===== src/rtl/pulse_xfer_tx.sv =====
// Source side of a toggle req/ack pulse-crossing channel: counts event pulses, launches one req toggle per event.
// Optional wait-for-ack timeout flag enabled by defining PULSE_XFER_TIMEOUT_EN.
module pulse_xfer_tx #(
    parameter int CNT_W          = 8,
    parameter int SYNC_STAGES    = 2,
    parameter int TIMEOUT_CYCLES = 1023
) (
    input  logic             clk,
    input  logic             rst,
    input  logic             pulse_in,
    input  logic             ack_in,
    input  logic             clr_overflow,
    output logic             req_out,
    output logic             busy,
    output logic [CNT_W-1:0] pending,
    output logic             overflow
`ifdef PULSE_XFER_TIMEOUT_EN
    ,
    output logic             timeout_err
`endif
);

    typedef enum logic [1:0] {
        IDLE     = 2'd0,
        WAIT_ACK = 2'd1,
        DONE     = 2'd2
    } state_t;

    localparam logic [CNT_W-1:0] CNT_MAX = '1;

    state_t state;
    state_t state_nxt;
    logic   launch;
    logic   ack_s;
    logic   cnt_sat;

    (* ASYNC_REG = "TRUE" *) logic [SYNC_STAGES-1:0] ack_sync;

    assign ack_s   = ack_sync[SYNC_STAGES-1];
    assign cnt_sat = (pending == CNT_MAX);

    always_ff @(posedge clk or posedge rst) begin
        if (rst) begin
            ack_sync <= '0;
        end else begin
            ack_sync <= {ack_sync[SYNC_STAGES-2:0], ack_in};
        end
    end

    always_ff @(posedge clk or posedge rst) begin
        if (rst) begin
            state <= IDLE;
        end else begin
            state <= state_nxt;
        end
    end

    always_comb begin
        state_nxt = state;
        launch    = 1'b0;
        case (state)
            IDLE: begin
                if ((pending != '0) || pulse_in) begin
                    launch    = 1'b1;
                    state_nxt = WAIT_ACK;
                end
            end
            WAIT_ACK: begin
                if (ack_s == req_out) begin
                    state_nxt = DONE;
                end
            end
            DONE: begin
                state_nxt = IDLE;
            end
            default: begin
                state_nxt = IDLE;
            end
        endcase
    end

    // req_out and busy are kept as bare flops so nothing glitchy reaches the remote domain
    always_ff @(posedge clk or posedge rst) begin
        if (rst) begin
            req_out <= 1'b0;
            busy    <= 1'b0;
        end else begin
            if (launch) begin
                req_out <= ~req_out;
            end
            busy <= (state_nxt != IDLE);
        end
    end

    always_ff @(posedge clk or posedge rst) begin
        if (rst) begin
            pending  <= '0;
            overflow <= 1'b0;
        end else begin
            if (pulse_in && !launch) begin
                if (!cnt_sat) begin
                    pending <= pending + 1'b1;
                end
            end else if (!pulse_in && launch) begin
                pending <= pending - 1'b1;
            end

            if (pulse_in && !launch && cnt_sat) begin
                overflow <= 1'b1;
            end else if (clr_overflow) begin
                overflow <= 1'b0;
            end
        end
    end

`ifdef PULSE_XFER_TIMEOUT_EN
    localparam int TW = $clog2(TIMEOUT_CYCLES + 1);
    localparam logic [TW-1:0] T_LIMIT = TW'(TIMEOUT_CYCLES);

    logic [TW-1:0] wait_cnt;

    // counter saturates at the limit so a very long wait cannot wrap back to zero
    always_ff @(posedge clk or posedge rst) begin
        if (rst) begin
            wait_cnt    <= '0;
            timeout_err <= 1'b0;
        end else begin
            if (launch) begin
                wait_cnt <= '0;
            end else if ((state == WAIT_ACK) && (wait_cnt != T_LIMIT)) begin
                wait_cnt <= wait_cnt + 1'b1;
            end

            if ((state == WAIT_ACK) && (wait_cnt == T_LIMIT)) begin
                timeout_err <= 1'b1;
            end else if (clr_overflow) begin
                timeout_err <= 1'b0;
            end
        end
    end
`endif

endmodule


===== config.mk =====
export PLATFORM = sky130hd
export DESIGN_NAME = pulse_xfer_tx
export DESIGN_NICKNAME = d
export VERILOG_FILES = /design/src/rtl/pulse_xfer_tx.sv
export SDC_FILE = /design/constraint.sdc
export NUM_CORES = 1
export LEC_CHECK = 0
export BUFFER_PORTS_ARGS = -buffer_cell sky130_fd_sc_hd__buf_2
export CAP_MARGIN = 20
export CORE_MARGIN = 5
export CORE_UTILIZATION = 49
export CTS_CLUSTER_DIAMETER = 80
export DETAILED_ROUTE_END_ITERATION = 10
export PLACE_DENSITY = 0.7
export SYNTH_ARGS = -nofsm -noshare
export SYNTH_HDL_FRONTEND = slang
export SYNTH_SLANG_ARGS = --single-unit

===== constraint.sdc =====
create_clock -name clk -period 2.5 [get_ports clk]
set_input_delay 0.125 -clock clk [delete_from_list [all_inputs] [get_ports clk]]
set_output_delay 0.125 -clock clk [all_outputs]
set_load 0.05 [all_outputs]

# Word-level counts from Yosys, hierarchy flattened
# Index checks and enable logic that the tools add are counted.
# classes
eq_ne	4
n_addsub	2
reduce_logical	12
n_bitwise	1
n_mux	10
# op_table
operator	n
8-bit two-way mux	3
8-bit by 1-bit adder with 8-bit output, second input constant	1
8-bit == test, second input constant	1
8-bit nonzero test	1
8-bit by 1-bit subtractor with 8-bit output, second input constant	1
2-bit nonzero test	3
1-bit two-way mux	4
2-bit two-way mux	2
2-bit case mux with 2 select lines	1
1-bit logical AND	3
2-bit by 1-bit == test with 1-bit output, second input constant	1
1-bit zero test	2
2-bit zero test	1
2-bit inequality test, second input constant	1
2-bit AND reduction	1
1-bit == test	1
1-bit logical OR	1
1-bit NOT	1
# word_totals
output_inout_bits	11
elab_cells	35
in_bits	5
register_bits	15

# Depth between registers and ports, before layout
# logic_depth
ltp_word	8
mapped_depth	8
ltp_nobuf	8

# Worst setup path after synthesis
# No wires, ideal clock.
# synth_path
kind	reg2reg
startpoint	register state[1]
endpoint	register pending[6]
t_required_ps	2375
path_stages_with_launch	9
setup_slack_ps	423
n_path_buf	0
t_arrival_ps	1952
synth_period_minus_slack_ps	2077
setup_time_ps	125
path_cell_list	dfrtp_1 or2_2 nand2_1 ha_1 a21oi_1 o211ai_1 a21oi_1 xnor2_1 mux2_4
# synth_between
elab_chain_cells	6
elab_cells_between_ends	9
cone_classes	eq/ne (1); mux (2); reduce/logical (6)
# synth_rtl
item	line	source
start, declared	31	state_t state;
start signal, assigned	54	state <= state_nxt;
2-bit zero test (*)	61	case (state)
1-bit two-way mux (*)	61	
1-bit zero test	100	if (pulse_in && !launch) begin
1-bit logical AND	100	
2-bit inequality test (no line) / 2-bit nonzero test (equally long branches)	--	
2-bit AND reduction (no line)	--	
end signal, assigned	102	pending <= pending + 1'b1;
end signal, assigned	105	pending <= pending - 1'b1;
end, declared	15	output logic [CNT_W-1:0] pending,
# Every way passes the cells marked *; elsewhere a longest branch is shown, timed or not.
# A chain may end at the register's enable or synchronous reset.

# Final worst setup path
# Ends and elaborated chain as after synthesis.

==> summary.md <==
| Metric | Value |
|---|---|
| Outcome | `complete, no violations` |
| Setup Skew | `0.004691 ns` |
| Post-layout min period | `2.289 ns` |
| CORE AREA | `between 1500 and 2000 µm²` |
| Startpoint types | `register` |
| Initial Util | `0.4989` |
| Layout area overhead | `15.77%` |
| CTS tree | `yes` |
| Period Utilization, post-route | `0.9156` |
| Post-detail-place hpwl | `1171 µm` |
| Sequential cell area | `375.4 µm²` |
| FF+latch count, synth | `15` |
| CTS clock-pin slew for the worst setup and hold paths | `0.09 ns` |
| Final hold violation count | `0` |
| Die area | `between 2000 and 3000 µm²` |
| Post-synth top area share | `0.4505` |
| Share of layout cells above drive strength 1 | `0.2424` |
| RSZ-0062 raised after global routing | `false` |
| Slew @ Worst Pin | `approximately 0.58 ns` |
| Post-synth top flop | `dfrtp_1` |
| Post-synth top cells | `dfrtp_1 (15), nor2_1 (10), a21oi_1 (9)` |
| R2R depth | `8` |
| DRT Wirelength | `1572 µm` |
| Final-report setup violation count | `0` |
| Antenna-violating nets left | `0` |
| CP Max Fanout | `10` |
| WP data arrival | `2.48 ns` |
| Post-synthesis cell count | `79` |
| DIE HEIGHT | `51.24 µm` |
| Synthesized cell area | `833.3 µm²` |
| Yosys cell types | `27` |
| Vias in the first global route | `621` |
| CTS root buf | `clkbuf_4` |
| Vias/cell | `5.431` |
| Inserted Diodes | `0` |
| Post-Syn Nets | `91` |
| Avg Inst Size Synth | `approximately 11 µm²` |
| H-tree depth | `1` |
| Hold Crit Depth | `2` |
| Clk sinks | `15` |
| Routed via count | `630` |
| Yosys top cell by area | `dfrtp_1` |
| Initial antenna violation count | `0` |
| Global-route wire length before repair | `2753 µm` |
| # IOs | `16` |
| Synth Warn # | `0` |
| Max-slew headroom | `0.6138` |
| Kind of critical path | `register to register` |
| Async S/R FF share, synth | `1.000` |
| WL/cell | `13.55 µm` |
| Die W | `51.24 µm` |
| Largest net degree at the start of global routing | `16` |
| Initial drt markers | `7` |
| I/O Buffers | `15` |
| Number of flops mapped to enable cells by yosys | `0` |
| Global-route congestion overflow total | `0` |
| GP Congestion | `between 0.7 and 0.8` |
| Hold/Removal Path Class | `primary input to register` |
| Post-CTS setup buffer count | `0` |
| Sequential area share after synthesis | `0.4505` |
| Worst skew pair latency | `between 0.2 and 0.3 ns` |
| Total global-route track usage | `0.1409` |
| 1st-pass router iterations | `4` |
| Count leader, synth | `dfrtp_1` |
| Footprint of the multi-input gates | `between 400 and 500 µm²` |
| Setup_tns | `0 ns` |
| Total of max-cap violations | `0` |
| DRC violations left | `0` |
| Net count, final | `112` |
| Critical path capture point type | `register` |
| CTS max path bufs | `2` |
| Max Clock Freq | `~0.44 GHz` |
| CTS Buf Count | `3` |
| Synth top area cells | `dfrtp_1 (45%), ha_1 (9.0%), a21oi_1 (5.4%)` |
| Fill count | `146` |
| Slew Viols, Final | `0` |
| Rows | `15` |
| Required time of the worst setup path | `~2.7 ns` |
-- placed cells by master, fill, tap and decap left out --
cell type      instances
a21o_1                 1
a21oi_1                9
a31o_2                 1
buf_2                 15
clkbuf_1               1
clkbuf_4               3
dfrtp_1               15
dlygate4sd3_1          2
fa_1                   1
ha_1                   6
inv_1                  3
mux2_2                 1
mux2_4                 1
mux2i_1                1
nand2_1                6
nand2b_1               2
nand4_1                2
nor2_1                10
nor2b_1                1
nor3_1                 1
nor4_2                 1
o211ai_1               1
o21a_1                 1
o21ai_0                1
o22ai_2                1
o31ai_1                1
o32ai_1                1
or2_2                  1
xnor2_1                5
xor2_1                 4
-- timing repair --
item,4_1_cts,5_1_grt
gates resized for setup,0,0
endpoints found under the hold margin,16,0
hold buffers,2,0
-- cell families after synthesis --
group | synth area share
AOI/OAI and AO/OA | 0.1321
xor gates and xnor gates | 0.09459
adders and majority gates | 0.1141
buffers and inverters | 0.02703
DFF | 0.4505
muxes | 0.04354
and+or+nand+nor | 0.1381
-- critical path: stages (launching register included) --
cell and delay [ns]:
dfrtp_1 0.38, or2_2 0.30, nand2_1 0.32, ha_1 0.34, a21oi_1 0.20, o211ai_1 0.13, a21oi_1 0.18, xnor2_1 0.08
mux2_4 0.25
-- flip-flops by register name, indices dropped and copies added (netlist names) --
register	count
overflow	1
state	2
req_out	1
pending	8
busy	1
ack_sync	2
-- final timing paths --
| path | from | endpoint | slack (ns) |
|---|---|---|---|
| setup / recovery | state[1] | pending[6] | 0.21 |
| hold / removal | clr_overflow | overflow | 0.004 |
| setup reg to reg | state[1] | pending[6] | 0.21 |
| hold reg to reg | ack_sync[0] | ack_sync[1] | 0.36 |
| max in group asynchronous | rst | req_out | 1.70 |
| min in group asynchronous | rst | pending[3] | 0.42 |
-- through the flow --
step / util / hold WS, ns / setup slack, ns / cells / instance area, µm²
floorplan: - / 0.02648 / 0.4226 / 79 / 833.3
global placement: 0.5498 / 0.2140 / 0.2420 / 110 / 918.4
detailed placement: 0.5498 / 0.2291 / 0.2355 / 110 / 918.4
CTS: 0.5775 / 0.002368 / 0.2289 / 116 / 964.7
global route: 0.5775 / 0.008960 / 0.1245 / 116 / 964.7
finish: 0.5775 / 0.004416 / 0.2109 / 116 / 964.7
-- cell type report --
type	count	share of cell area
clock buffer	4	0.02724
inverter	3	0.01167
multi-input combinational	60	0.4514
sequential	15	0.3891
tap	17	0.02205
timing repair buffer	17	0.09857
-- layer usage --
| metal | wire length, µm | global-route usage | up-vias |
|---|---|---|---|
| li1 | - | - | 314 |
| met3 | 72 | 0.02915 | 2 |
| met2 | 742 | 0.2210 | 14 |
| met1 | 732 | 0.1853 | 300 |
| met4 | 23 | 0.06550 | 0 |
| met5 | 0 | 0 | - |
Power is left out: the tool's default activity adds up to more than one toggle a clock period on the data nets, which glitch-free logic cannot reach.
